### config.mk
export PLATFORM = sky130hd
export DESIGN_NAME = adc_rx
export DESIGN_NICKNAME = d
export VERILOG_FILES = /design/src/rtl/adc_rx.sv
export SDC_FILE = /design/constraint.sdc
export NUM_CORES = 1
export LEC_CHECK = 0
export BUFFER_PORTS_ARGS = -buffer_cell sky130_fd_sc_hd__buf_4
export CORE_ASPECT_RATIO = 0.9
export CORE_MARGIN = 3
export CORE_UTILIZATION = 30
export DETAILED_ROUTE_END_ITERATION = 8
export GPL_TIMING_DRIVEN = 0
export PLACE_DENSITY = 0.47
export SLEW_MARGIN = 30
export SYNTH_ARGS = -nofsm -noshare
export SYNTH_HDL_FRONTEND = slang
export SYNTH_SLANG_ARGS = --single-unit
### constraint.sdc
create_clock -name clk_48 -period 3.7 [get_ports clk_48]
set_clock_uncertainty 0.15 [all_clocks]
set_input_delay 0.74 -clock clk_48 [delete_from_list [all_inputs] [get_ports clk_48]]
set_output_delay 0.74 -clock clk_48 [all_outputs]
set_load 0.02 [all_outputs]
### src/rtl/adc_rx.sv
// adc_rx: stereo serial ADC receiver producing bclk/cs_n and 16-bit sample pairs over valid/ready
//
// Ports:
//   clk_48      in   system clock (48 MHz)
//   reset_n     in   asynchronous active-low reset
//   enable      in   run conversions; looked at in IDLE and at the end of SHIFT
//   sdata_l/r   in   serial data from the ADC, MSB first, asynchronous to clk_48
//   bclk        out  ADC bit clock, CLK_DIV clk_48 cycles per period, 50% duty
//   cs_n        out  ADC chip select, low for the DATA_W-bit shift window
//   left_out    out  last captured left sample (two's complement)
//   right_out   out  last captured right sample (two's complement)
//   out_valid   out  sample pair available
//   out_ready   in   consumer accepts the pair
//   busy        out  high while a frame is running
//   overrun     out  sticky dropped-pair flag     (only with ADC_RX_OVERRUN_EN)
//   overrun_clr in   clears overrun, set wins     (only with ADC_RX_OVERRUN_EN)
//
// Optional feature macro: ADC_RX_OVERRUN_EN
module adc_rx #(
  parameter int DATA_W      = 16,
  parameter int CLK_DIV     = 4,
  parameter int FRAME_BCLKS = 250
) (
  input  logic              clk_48,
  input  logic              reset_n,
  input  logic              enable,
  input  logic              sdata_l,
  input  logic              sdata_r,
  output logic              bclk,
  output logic              cs_n,
  output logic [DATA_W-1:0] left_out,
  output logic [DATA_W-1:0] right_out,
  output logic              out_valid,
  input  logic              out_ready,
  output logic              busy
`ifdef ADC_RX_OVERRUN_EN
  ,
  output logic              overrun,
  input  logic              overrun_clr
`endif
);
  localparam logic [1:0] IDLE  = 2'd0;
  localparam logic [1:0] CONV  = 2'd1;
  localparam logic [1:0] SHIFT = 2'd2;
  localparam int DW = $clog2(CLK_DIV);
  localparam int BW = $clog2(FRAME_BCLKS);

  logic [1:0]        state_q, state_d;
  logic [DW-1:0]     div_cnt_q, div_cnt_d;
  logic [BW-1:0]     bit_cnt_q, bit_cnt_d;
  logic [1:0]        sync_l_q, sync_r_q;
  logic [DATA_W-1:0] shl_q, shl_d, shr_q, shr_d;
  logic [DATA_W-1:0] left_q, left_d, right_q, right_d;
  logic              bclk_q, bclk_d, cs_n_q, cs_n_d, valid_q, valid_d;
  logic              wrap, last, capture, accept;

  always_comb begin
    wrap      = div_cnt_q == DW'(CLK_DIV - 1);
    last      = (state_q == CONV) ? (bit_cnt_q == BW'(FRAME_BCLKS - DATA_W - 1))
                                  : (bit_cnt_q == BW'(DATA_W - 1));
    capture   = (state_q == SHIFT) && wrap && last;
    accept    = !valid_q || out_ready;
    state_d   = (state_q == IDLE) ? (enable ? CONV : IDLE)
              : !(wrap && last)   ? state_q
              : (state_q == CONV) ? SHIFT
              : (enable ? CONV : IDLE);
    div_cnt_d = (state_q == IDLE || wrap) ? '0 : div_cnt_q + DW'(1);
    bit_cnt_d = (state_q == IDLE || (wrap && last)) ? '0
              : wrap ? bit_cnt_q + BW'(1) : bit_cnt_q;
    // Sample at the end of the bclk high phase, just before the falling edge where the ADC moves on.
    shl_d     = (state_q == SHIFT && wrap) ? {shl_q[DATA_W-2:0], sync_l_q[1]} : shl_q;
    shr_d     = (state_q == SHIFT && wrap) ? {shr_q[DATA_W-2:0], sync_r_q[1]} : shr_q;
    // A stalled consumer keeps its pair; the fresh one is dropped.
    left_d    = (capture && accept) ? shl_d : left_q;
    right_d   = (capture && accept) ? shr_d : right_q;
    valid_d   = (capture && accept) ? 1'b1 : (valid_q && out_ready) ? 1'b0 : valid_q;
    // bclk/cs_n are decoded from next-state values so the registered outputs line up with div_cnt/state.
    bclk_d    = div_cnt_d >= DW'(CLK_DIV / 2);
    cs_n_d    = state_d != SHIFT;
  end

  always_ff @(posedge clk_48 or negedge reset_n) begin
    if (!reset_n) begin
      state_q   <= IDLE;
      div_cnt_q <= '0;
      bit_cnt_q <= '0;
      sync_l_q  <= '0;
      sync_r_q  <= '0;
      shl_q     <= '0;
      shr_q     <= '0;
      left_q    <= '0;
      right_q   <= '0;
      bclk_q    <= 1'b0;
      cs_n_q    <= 1'b1;
      valid_q   <= 1'b0;
    end else begin
      state_q   <= state_d;
      div_cnt_q <= div_cnt_d;
      bit_cnt_q <= bit_cnt_d;
      sync_l_q  <= {sync_l_q[0], sdata_l};
      sync_r_q  <= {sync_r_q[0], sdata_r};
      shl_q     <= shl_d;
      shr_q     <= shr_d;
      left_q    <= left_d;
      right_q   <= right_d;
      bclk_q    <= bclk_d;
      cs_n_q    <= cs_n_d;
      valid_q   <= valid_d;
    end
  end

`ifdef ADC_RX_OVERRUN_EN
  logic overrun_q, overrun_d;

  always_comb overrun_d = (capture && !accept) ? 1'b1 : overrun_clr ? 1'b0 : overrun_q;

  always_ff @(posedge clk_48 or negedge reset_n) begin
    if (!reset_n) overrun_q <= 1'b0;
    else          overrun_q <= overrun_d;
  end

  assign overrun = overrun_q;
`endif

  assign bclk      = bclk_q;
  assign cs_n      = cs_n_q;
  assign left_out  = left_q;
  assign right_out = right_q;
  assign out_valid = valid_q;
  assign busy      = state_q != IDLE;
endmodule

* Word-level counts from Yosys, hierarchy flattened
Index checks and enable logic that the tools add are counted.
Storage, ports and cells: output and inout bits 36, bits in registers 83, logic and storage cells 46, input bits 6
Cells by class: add/sub/neg operators 2, equal/unequal tests 6, muxes and demuxes 12, magnitude comparators 1, reductions and logical operators 13
Operator list (count):
- $mux 16 | 2
- $mux 8 | 2
- $add 8x1->8 const B | 1
- $eq 8x4->1 const B | 1
- $eq 8x8->1 const B | 1
- $mux 2 | 4
- $reduce_bool 2->1 | 3
- $logic_and 1x1->1 | 5
- $eq 2x2->1 const B | 2
- $mux 1 | 4
- $logic_or 1x1->1 | 3
- $add 2x1->2 const B | 1
- $eq 2x1->1 const B | 1
- $ge 2x2->1 const B | 1
- $logic_not 2->1 | 1
- $ne 2x2->1 const B | 1
- $logic_not 1->1 | 1

* Depth between registers and ports, before layout
depth after elaboration 6, gate-level depth with buffers 6, depth with buffers taken out 5

* Worst setup path after synthesis
No wires, ideal clock.
path kind register to register, start point register div_cnt_q[0], end point register left_q[0], in the netlist left_out[0], data required time 3.425 ns, slack 1.788 ns, arrival time 1.637 ns, setup time 0.125 ns, buffers on the path 1, cell stages (with the launch flop) 7, period minus slack after synthesis 1.912 ns, cell sequence dfrtp_1 -> ha_1 -> nand4b_1 -> nor4_2 -> nand4b_2 -> buf_6 -> mux2_4
Between the ends: cells in the longest elaborated chain, start to end 4, elaborated cells between the ends (all ways) 5, classes of those cells eq/ne (1); mux (1); reduce/logical (3)
RTL lines:
- from (decl) | line 49 | logic [DW-1:0] div_cnt_q, div_cnt_d;
- from (signal assigned) | line 98 | div_cnt_q <= div_cnt_d;
- $eq 2x2->1 * | line 58 | wrap = div_cnt_q == DW'(CLK_DIV - 1);
- $logic_and 1x1->1 * | line 61, 71
- $logic_and 1x1->1 | line 61 | capture = (state_q == SHIFT) && wrap && last;
- $logic_and 1x1->1 | line 74 | left_d = (capture && accept) ? shl_d : left_q;
- to (signal assigned) | line 104 | left_q <= left_d;
- to (decl) | line 53 | logic [DATA_W-1:0] left_q, left_d, right_q, right_d;
Mark *: on every way between the ends. The rest lies on a longest branch, timed or not. A chain may end at the register's enable or synchronous reset.

* Worst setup path in the final report
start point register state_q[0], end point output busy
Between the ends: cells in the longest elaborated chain, start to end 1
RTL lines:
- from (decl) | line 48 | logic [1:0] state_q, state_d;
- from (signal assigned) | line 97 | state_q <= state_d;
- $reduce_bool 2->1 | line 130 | assign busy = state_q != IDLE;
- to (decl) | line 35 | output logic busy
Every way passes these cells.

==> out/qor.yml <==
status:
  outcome: "finished clean"
logic_synthesis:
  synth-seq-cells: 83
  synth.distinct_cells: 35
  synth_most_common_cell: "dfrtp_1"
  synth_fp_nets: 223
  synth-seq-area-share_pct: 62.0
  synth_commonest_cells: "dfrtp_1 (82), mux2_2 (34), mux2_4 (30), nand2_1 (10), nor2_1 (10)"
  synth_warnings: 0
  yosysTopAreaCell: "dfrtp_1"
  synth_area_leaders: "dfrtp_1 (61%), mux2_4 (13%), mux2_2 (11%), nand2_1 (1.1%), nor2_1 (1.1%)"
  synthesis.area_um2: 3350
  ys.flop_type: "dfrtp_1"
  yosys.area.top_type_share_pct: 61.2
  avgSynthCellArea_um2: 15.6
  synthCells: 215
  synth-async-reset-ratio_pct: 100
  synth_edf_count: 0
timing:
  min_period_over_period_pct: 60.1
  finalSetupTns_ns: 0
  hold_viol_final: 0
  max-slew-margin-rel_pct: 50.7
  slew_violations: 0
  rsz0062_at_grt: "false"
  fmax_mhz: 449
  tightest_slew_ns: 0.740
  finalSetupViolCount: 0
  final.min_clock_period_ns: 2.23
routing:
  met1_length_um: 2870
  drt_wl_total_um: 5860
  drt-initial-drc-count: 74
  met3_length_um: 269
  drt.antenna.violating_nets: 0
  routedWlPerCell_um: 14.0
  routed.top_layer: "met4"
  dr.pass1.iters: 4
  viasPerCell: 4.34
  drc: 0
  num_vias: 1819
  wl_met2_um: 2660
global_routing:
  overflow: 0
  first_global_vias: 1963
  grt_usage_pct: 10.1
  grt_pass1_wl_um: 9990
  grt_max_degree: 84
  antenna_found_initial: 0
die:
  rows: 35
  core_um2: 10600
  die_w_um: 117
  io_pins: 42
  start_util_pct: 31.8
  die-area_um2: 12500
  chipHeight_um: 106
worst_setup_path:
  worstPathMaxFanout: 10
  end_kind: "primary output"
  cp-start-kind: "flip-flop"
  crit_type: "flip-flop to primary output"
  cp.arrival_ns: 1.34
  worstPathRequired_ns: 2.81
clocking:
  cts_tree: "yes"
  h-tree-depth: 3
  clock-sinks: 83
  numCtsBuffers: 9
  cts_resized: 0
  clock_latency_ns: 0.33
  cts_hold_buf: 0
  cts-root-buf: "clkbuf_16"
  postCtsSetupRepairBufs: 0
  cts_max_path_buffers: 2
  clkSlewWorstSetupHoldPaths_ns: 0.06
final_layout:
  seqCellArea_um2: 2080
  multi_input_area_um2: 1210
  fill_cells: 1016
  diodes: 0
  nNetsFinal: 275
  fin_cells: 419
  drive_gt1_share_pct: 49.4
  area_delta_synth_final_pct: 23.1
power:
  pwr-share-seq_pct: 51.5
  p_comb_share_pct: 1.2
  leakage_uw: 0.00212
  ir_drop_uv: 246
  switchingPower_uw: 367
  switching_share_pct: 20.8
  power_density_nw_per_um2: 428
  clkPwrFrac_pct: 47.3
  internal_power_uw: 1400
placement:
  io_buffers: 41
  dp_hpwl_um: 3800
  dp_cells: 404
  place_congestion: 0.729
worst_hold_path:
  min_path_type: "flip-flop to flip-flop"
flow_run:
  cap_viol_max_count: 0
through the flow:
stage                     power (µW)  area [µm²]  util (%)  setup slack [ns]  hold WS, ns
after global routing            1840        4130      39.1              1.30        0.207
after detailed placement         951        3850      36.5              1.45        0.187
after global placement           950        3850      36.5              1.46        0.185
after CTS                       1800        4130      39.1              1.44        0.202
after floorplan                  927        3350         -              1.79        0.181
final                           1770        4130      39.1              1.47        0.199
critical path, cell delays in order (launching register included):
cell     delay [ns]
dfrtp_1        0.36
buf_2          0.17
or2_2          0.32
buf_4          0.17
power groups by stage:
| stage | clock network (µW) | registers (µW) | logic [µW] |
|---|---|---|---|
| after floorplan | 0 | 927 | 0.386 |
| after global placement | 0 | 927 | 23.0 |
| after detailed placement | 0 | 927 | 23.5 |
| after CTS | 871 | 910 | 23.5 |
| after global routing | 905 | 910 | 25.9 |
| final | 836 | 910 | 21.2 |
registers in the layout, indices dropped and copies added, names as in the netlist:
register and cells:
bclk 1, out_valid 1, sync_r_q 2, sync_l_q 2, shl_q 16, bit_cnt_q 8
right_out 16, shr_q 16, state_q 2, div_cnt_q 2, cs_n 1, left_out 16
layout by cell type, fill, tap and decap left out, types with 2 or more instances in the layout:
master / count
and2_1: 2
and3_1: 2
buf_2: 4
buf_4: 40
buf_6: 4
clkbuf_16: 9
clkbuf_8: 2
clkinv_2: 2
dfrtp_1: 82
ha_1: 2
inv_1: 2
mux2_2: 34
mux2_4: 30
nand2_1: 10
nand4_1: 3
nand4b_1: 2
nor2_1: 10
nor3_1: 2
o21ai_0: 3
xnor2_1: 2
xor2_1: 4
metal layers:
metal / vias to the layer above / global-route usage [%]
li1: 863 / -
met1: 918 / 13.1
met2: 31 / 15.8
met3: 7 / 4.31
met4: 0 / 2.76
met5: - / 0
logic make-up after synthesis:
kind of cell	share of synthesized area, %
xor+xnor	1.57
simple gates	6.98
compound gates	2.09
buf+inv	1.83
fa+ha+maj	0.746
flops	62.0
mux	24.8
path summary, 6_finish.rpt:
path / slack [ns] / start / to / depth (start not counted)
max: 1.47 / state_q[0] / busy / 3
min in group asynchronous: 0.30 / reset_n / right_out[9] / 1
max reg2reg: 1.49 / div_cnt_q[0] / left_out[5] / 6
min reg2reg: 0.20 / sync_l_q[0] / sync_l_q[1] / 0
min: 0.20 / sync_l_q[0] / sync_l_q[1] / 0
max in group asynchronous: 2.60 / reset_n / left_out[11] / 1
layout make-up:
class / count / area share [%]
inverters: 2 / 0.182
flip-flops and latches: 83 / 50.3
clock inverters: 4 / 0.636
multi-input cells: 123 / 29.4
clock buffers: 11 / 6.12
repair buffers: 41 / 7.54
well taps: 148 / 4.48
plain buffers: 7 / 1.30
Power figures use the tool's default switching activity.
